===== src/rtl/multi_rate_divider.sv =====
// Multi-channel rate divider: per-channel runtime divisor, periodic or
// one-shot mode, run control and a global Sync; all outputs registered.
//
// Ports:
//   ClockIn  rising-edge system clock
//   Resetn   asynchronous active-low reset
//   WrEn     configuration write strobe
//   WrChan   channel index to write (out-of-range writes are dropped)
//   WrDiv    divisor D (tick period D+1 cycles)
//   WrMode   0 = periodic, 1 = one-shot
//   Run      per-channel enable level
//   Sync     pulse restarting every counting channel
//   Tick     registered single-cycle enable pulses
//   Busy     channel is counting
//   Done     one-shot channel has fired and is holding
module multi_rate_divider #(
  parameter int NUM_CHANNELS = 4,
  parameter int DIV_WIDTH    = 16,
  parameter int DEFAULT_DIV  = 500,
  localparam int CW = (NUM_CHANNELS > 1) ? $clog2(NUM_CHANNELS) : 1
) (
  input  logic                    ClockIn,
  input  logic                    Resetn,
  input  logic                    WrEn,
  input  logic [CW-1:0]           WrChan,
  input  logic [DIV_WIDTH-1:0]    WrDiv,
  input  logic                    WrMode,
  input  logic [NUM_CHANNELS-1:0] Run,
  input  logic                    Sync,
  output logic [NUM_CHANNELS-1:0] Tick,
  output logic [NUM_CHANNELS-1:0] Busy,
  output logic [NUM_CHANNELS-1:0] Done
);

  localparam longint MAX_DIV = (longint'(1) << DIV_WIDTH) - 1;

  if (DEFAULT_DIV < 0 || longint'(DEFAULT_DIV) > MAX_DIV) begin : g_bad_div
    $error("DEFAULT_DIV does not fit in DIV_WIDTH bits");
  end

  if (NUM_CHANNELS < 1) begin : g_bad_nc
    $error("NUM_CHANNELS must be at least 1");
  end

  typedef enum logic [1:0] {
    ST_IDLE,
    ST_COUNT,
    ST_DONE
  } state_t;

  state_t                  r_state     [NUM_CHANNELS];
  state_t                  w_state_nxt [NUM_CHANNELS];
  logic [DIV_WIDTH-1:0]    r_div       [NUM_CHANNELS];
  logic [DIV_WIDTH-1:0]    r_cnt       [NUM_CHANNELS];
  logic [DIV_WIDTH-1:0]    w_cnt_nxt   [NUM_CHANNELS];
  logic [NUM_CHANNELS-1:0] r_mode;
  logic [NUM_CHANNELS-1:0] r_tick;
  logic [NUM_CHANNELS-1:0] w_tick_nxt;
  logic [NUM_CHANNELS-1:0] w_wr_hit;

  // An out-of-range WrChan matches no channel, so the write is dropped.
  always_comb begin
    for (int c = 0; c < NUM_CHANNELS; c++) begin
      w_wr_hit[c] = WrEn && (WrChan == CW'(c));
    end
  end

  always_comb begin
    for (int c = 0; c < NUM_CHANNELS; c++) begin
      w_state_nxt[c] = r_state[c];
      w_cnt_nxt[c]   = r_cnt[c];
      w_tick_nxt[c]  = 1'b0;
      if (!Run[c]) begin
        w_state_nxt[c] = ST_IDLE;
        w_cnt_nxt[c]   = '0;
      end else begin
        case (r_state[c])
          ST_IDLE: begin
            w_state_nxt[c] = ST_COUNT;
            w_cnt_nxt[c]   = r_div[c];
          end
          ST_COUNT: begin
            // Sync wins over a coincident terminal count.
            if (Sync) begin
              w_cnt_nxt[c] = r_div[c];
            end else if (r_cnt[c] == '0) begin
              w_tick_nxt[c] = 1'b1;
              if (r_mode[c]) begin
                w_state_nxt[c] = ST_DONE;
              end else begin
                w_cnt_nxt[c] = r_div[c];
              end
            end else begin
              w_cnt_nxt[c] = r_cnt[c] - 1'b1;
            end
          end
          ST_DONE: begin
            w_state_nxt[c] = ST_DONE;
          end
          default: begin
            w_state_nxt[c] = ST_IDLE;
            w_cnt_nxt[c]   = '0;
          end
        endcase
      end
    end
  end

  // Loads above read the pre-edge r_div, so a coincident write lands later.
  always_ff @(posedge ClockIn or negedge Resetn) begin
    if (!Resetn) begin
      for (int c = 0; c < NUM_CHANNELS; c++) begin
        r_state[c] <= ST_IDLE;
        r_cnt[c]   <= '0;
        r_div[c]   <= DIV_WIDTH'(DEFAULT_DIV);
      end
      r_mode <= '0;
      r_tick <= '0;
    end else begin
      for (int c = 0; c < NUM_CHANNELS; c++) begin
        r_state[c] <= w_state_nxt[c];
        r_cnt[c]   <= w_cnt_nxt[c];
        if (w_wr_hit[c]) begin
          r_div[c]  <= WrDiv;
          r_mode[c] <= WrMode;
        end
      end
      r_tick <= w_tick_nxt;
    end
  end

  always_comb begin
    for (int c = 0; c < NUM_CHANNELS; c++) begin
      Busy[c] = (r_state[c] == ST_COUNT);
      Done[c] = (r_state[c] == ST_DONE);
    end
  end

  assign Tick = r_tick;

endmodule


===== config.mk =====
export PLATFORM = sky130hd
export DESIGN_NAME = multi_rate_divider
export DESIGN_NICKNAME = d
export VERILOG_FILES = /design/src/rtl/multi_rate_divider.sv
export SDC_FILE = /design/constraint.sdc
export NUM_CORES = 1
export LEC_CHECK = 0
export ABC_AREA = 1
export CORE_MARGIN = 2
export CORE_UTILIZATION = 55
export CTS_BUF_LIST = sky130_fd_sc_hd__clkbuf_4
export DETAILED_ROUTE_END_ITERATION = 16
export PLACE_DENSITY = 0.76
export SETUP_SLACK_MARGIN = 0.02
export SYNTH_ARGS = -nofsm -noshare
export SYNTH_HDL_FRONTEND = slang
export SYNTH_SLANG_ARGS = --single-unit

===== constraint.sdc =====
create_clock -name ClockIn -period 2.2 [get_ports ClockIn]
set_input_delay 0.66 -clock ClockIn [delete_from_list [all_inputs] [get_ports ClockIn]]
set_output_delay 0.66 -clock ClockIn [all_outputs]
set_load 0.01 [all_outputs]

-- After elaboration in Yosys (flattened, before gate mapping)
Index checks and enable logic that the tools add are counted.
- flip-flop bits (word level): 144
- bits of input ports: 27
- logic and storage cells: 129
- $add $sub $neg: 4
- reduce and logical (&&, ||, !) cells: 21
- mux-type cells: 56
- equality and inequality tests: 31
- operators with widths (cell ; count):
    two-way mux 16 bit ; 16
    one-hot mux 16 bit (3 select lines) ; 4
    zero test 16 bit ; 4
    subtractor 16 x 1 -> 16 bit, second input constant ; 4
    two-way mux 2 bit ; 16
    inequality test 3 x 2 -> 1 bit, second input constant ; 8
    one-hot mux 2 bit (3 select lines) ; 4
    inequality test 5 bit, second input constant ; 4
    two-way mux 1 bit ; 16
    == test 2 bit, second input constant ; 6
    inequality test 3 bit, second input constant ; 4
    AND reduction 3 bit ; 4
    == test 2 x 1 -> 1 bit, second input constant ; 5
    zero test 2 bit ; 5
    inequality test 2 bit, second input constant ; 4
    AND reduction 2 bit ; 4
    logical AND 1 bit ; 4

-- Longest topological paths before layout
- depth in word-level cells: 5
- depth in mapped cells: 12

-- Least setup slack after synthesis
Ideal clock, no wire load.
- path type: reg-to-reg
- start: register r_cnt[48] (netlist bit)
- end: register r_cnt[54] (netlist bit)
- arrival time: 1.451 ns
- clock period less this slack: 1.568 ns
- stages on the path, launching flop included: 13
- setup slack: 0.632 ns
- library setup time: 0.116 ns
- cell sequence: dfrtp_1 -> inv_1 -> ha_1 -> nand2_1 -> nor2_1 -> nand2_1 -> nor2_1 -> nand4_1 -> nand2_1 -> nor2_4 -> buf_2 -> nand2_1 -> nand2_1
- longest elaborated chain between the ends: 5
- RTL lines (item ; RTL line ; source):
    start: declaration ; 54 ; logic [DIV_WIDTH-1:0] r_cnt [NUM_CHANNELS];
    start signal: indexed assignment ; 122 ; r_cnt[c] <= w_cnt_nxt[c];
    subtractor 16 x 1 -> 16 bit or zero test 16 bit (tied branches) ; 94, 86 ;
    two-way mux 16 bit ; 86 ; end else if (r_cnt[c] == '0) begin
    two-way mux 16 bit ; 84 ; if (Sync) begin
    one-hot mux 16 bit (3 select lines) ; 77 ; case (r_state[c])
    two-way mux 16 bit ; 73 ; if (!Run[c]) begin
Parallel ways exist; a longest one is shown, timed or not.
A chain may end at the register's enable or synchronous reset.

-- Worst setup path after layout
- start: register r_state[0] (netlist bit)
- end: output Done[3]
- longest elaborated chain between the ends: 1
- RTL lines (item ; RTL line ; source):
    start: declaration ; 51 ; state_t r_state [NUM_CHANNELS];
    start signal: indexed assignment ; 121 ; r_state[c] <= w_state_nxt[c];
    == test 2 bit ; 135 ; Done[c] = (r_state[c] == ST_DONE);
    end: declaration ; 32 ; output logic [NUM_CHANNELS-1:0] Done
No other way between the ends.

==> metrics.cfg <==
[synth]
async_reset_ff_share_pct=100.0
yosysTopAreaCellShare_pct=33.64
synth_area_leaders=dfrtp_1, nand2_1, dfstp_2, inv_1, o21ai_0
syn-num-nets=1411
synth_cells=1361
synth-edff-count=0
synth_area_um2=8927
ys_seq_area_share_pct=40.70
synthTopCellsByCount=nand2_1, dfrtp_1, inv_1
avgSynthCellArea_um2=6.559
yosysWarnings=0
yosys_register_bits=144
synth.most_common_cell=nand2_1
yosys.area.top_type=dfrtp_1
synth_top_flop_cell=dfrtp_1
synth_cell_types=27

[drt]
avgViaCountPerCell=5.105
drt-pass1-iter-count=5
first_iter_violations=623
post-route-drc-count=0
wl_per_cell_um=13.56
vias=8408
ant_nets=0
drt-total-wl_um=22340

[worst_hold_path]
hold_class=in2async

[clocking]
clk_pin_slew_ns=0.13
clk_latency_ns=0.56
ctsHoldBuffers=0
tritoncts=done
cts_sinks=144
cts_root_buffer=clkbuf_4
h-tree-depth=4
numCtsBuffers=17
cts_buffer_depth=2

[pwr]
pwr-share-seq_pct=30.2
pwr-share-comb_pct=56.8
sw_frac_of_total_pct=49.61
pwr-share-clk_pct=13.0
p_per_area_nw_per_um2=1355
p_int_mw=6.874
p_leak_nw=5.625
switching_power_mw=6.766
peakVddDrop_mv=0.7190
finalPower_mw=13.64

[placement]
dp_slack_ns=0.06950
port_buffers=38
place_area_um2=9729
gp_congestion=0.9229
detailed_place_hpwl_um=16520

[die]
die_w_um=131.4
core_area_um2=15890
io_pins=39
die_h_um=131.4
die_area_um2=17270
initial_core_util_pct=56.20
rows=46

[worst_setup_path]
worstSetupPathType=reg2out
cpPeakStageDelay_ns=0.41
crit_required_ns=1.54
slowest_stage=dfrtp_1
endpoint_kind=output pin
cp.arrival_ns=1.42
path_cells=inv_2, ha_2, clkdlybuf4s15_2
startpoint_type=flip-flop
crit_fanout=3

[timing]
fin_crit_sh_pct=94.36
fin_tns_setup_ns=0
slew_headroom_pct=66.82
max_clock_freq_ghz=0.4817
worstMarginPinSlew_ns=0.4932
finalHoldViolations=0
drv_slew=0
setup_slack_ns=0.1242
min_period_ns=2.076
skew_ns=0.02188
whs_ns=0.01384
finalSetupViolCount=0
rsz0062_at_grt=false

[global_route]
grtUsageMet2_pct=42.29
grt_use_total_pct=27.09
first_global_vias=7814
antenna_found_initial=0
grt_max_degree=46
grt_pass1_wl_um=38010
use_met3_pct=5.170
grt-busiest-layer=met2
overflow=0
grt_util_met1_pct=39.23

[final_layout]
final_net_count=1468
fin_area_um2=10070
area_delta_synth_final_pct=12.77
diodes=0
drive_gt1_share_pct=10.48

[outcome]
status=finished, final reports clean

[job]
drv_cap=0

critical path: cells and delay by family, from the launching register on:
family     cells  cell delay [ns]
flops          1             0.41
buf+inv        2             0.30
fa+ha+maj      1             0.17
per-stage QoR:
stage / util, % / std cells
floorplan: - / 1361
global placement: 61.25 / 1610
detailed placement: 61.25 / 1610
CTS: 63.33 / 1643
global route: 63.37 / 1647
finish: 63.37 / 1647
cells in the final DEF (no fill, tap or decap), types with 4 or more instances in the layout:
cell / n
clkinv_1: 4
nand3_2: 4
nor2_2: 9
nand2_1: 712
inv_1: 100
buf_12: 9
nor4_1: 8
o21ai_4: 4
or2_1: 8
xnor2_1: 4
nor2_4: 4
nand4_1: 7
ha_2: 4
clkdlybuf4s50_1: 29
o21bai_1: 4
buf_4: 21
dfrtp_1: 120
nand2_2: 9
xor2_1: 8
ha_1: 17
clkbuf_4: 20
o21ai_0: 80
inv_2: 22
nand3_1: 68
nor2_1: 105
o21ai_1: 6
dfstp_2: 24
logic make-up (layout without fill, tap and decap cells):
group	count (synthesis)	in the layout	synth area share [%]
buf+inv	152	222	6.811
flops	144	144	40.70
simple gates	936	936	42.20
xor+xnor	12	12	1.177
fa+ha+maj	23	23	3.224
compound gates	94	94	5.886
final cells by class:
type,count,area [µm²]
Clock buffer,20,150.1
Clock inverter,12,143.9
Fill cell,1500,5818
Inverter,122,457.9
Multi-Input combinational cell,1065,4721
Sequential cell,144,3633
Tap cell,216,270.3
Timing Repair Buffer,68,690.7
metal layers:
layer	wire length [µm]	share of wire [%]
met5	0	0
met2	10300	46
met4	306	1.4
met3	1188	5.3
met1	10540	47
power groups by stage:
stage	clock (mW)	sequential, mW	combinational, mW
2_1_floorplan	0	3.92	5.84
3_3_place_gp	0	4.11	7.50
3_5_place_dp	0	4.12	7.64
4_1_cts	1.81	4.09	7.69
5_1_grt	1.94	4.23	8.95
6_report	1.77	4.12	7.75
sequential cells by signal (all words and copies together), names as in the netlist:
name / flops
r_cnt: 64
r_mode: 4
Tick: 4
r_div: 64
r_state: 8
worst paths after layout:
kind | cells past startpoint | slack [ns] | startpoint | endpoint
worst max-delay path | 3 | 0.12 | r_state[0]$_DFFE_PN0P_ | Done[3]
worst min-delay path | 1 | 0.01 | Resetn | r_cnt[9]$_DFFE_PN0P_
worst max register to register | 11 | 0.38 | r_cnt[0]$_DFFE_PN0P_ | r_cnt[15]$_DFFE_PN0P_
worst min register to register | 2 | 0.50 | r_cnt[32]$_DFFE_PN0P_ | r_cnt[32]$_DFFE_PN0P_
max in group asynchronous | 2 | 1.48 | Resetn | r_div[24]$_DFFE_PN1P_
min in group ClockIn | 2 | 0.50 | r_cnt[32]$_DFFE_PN0P_ | r_cnt[32]$_DFFE_PN0P_
what timing repair did:
action,CTS,global route
buffers inserted,1,4
endpoints found under the setup margin,8,8
pin swaps,1,0
gates resized for setup,27,15
No activity file was read; power rests on OpenSTA's default activity.
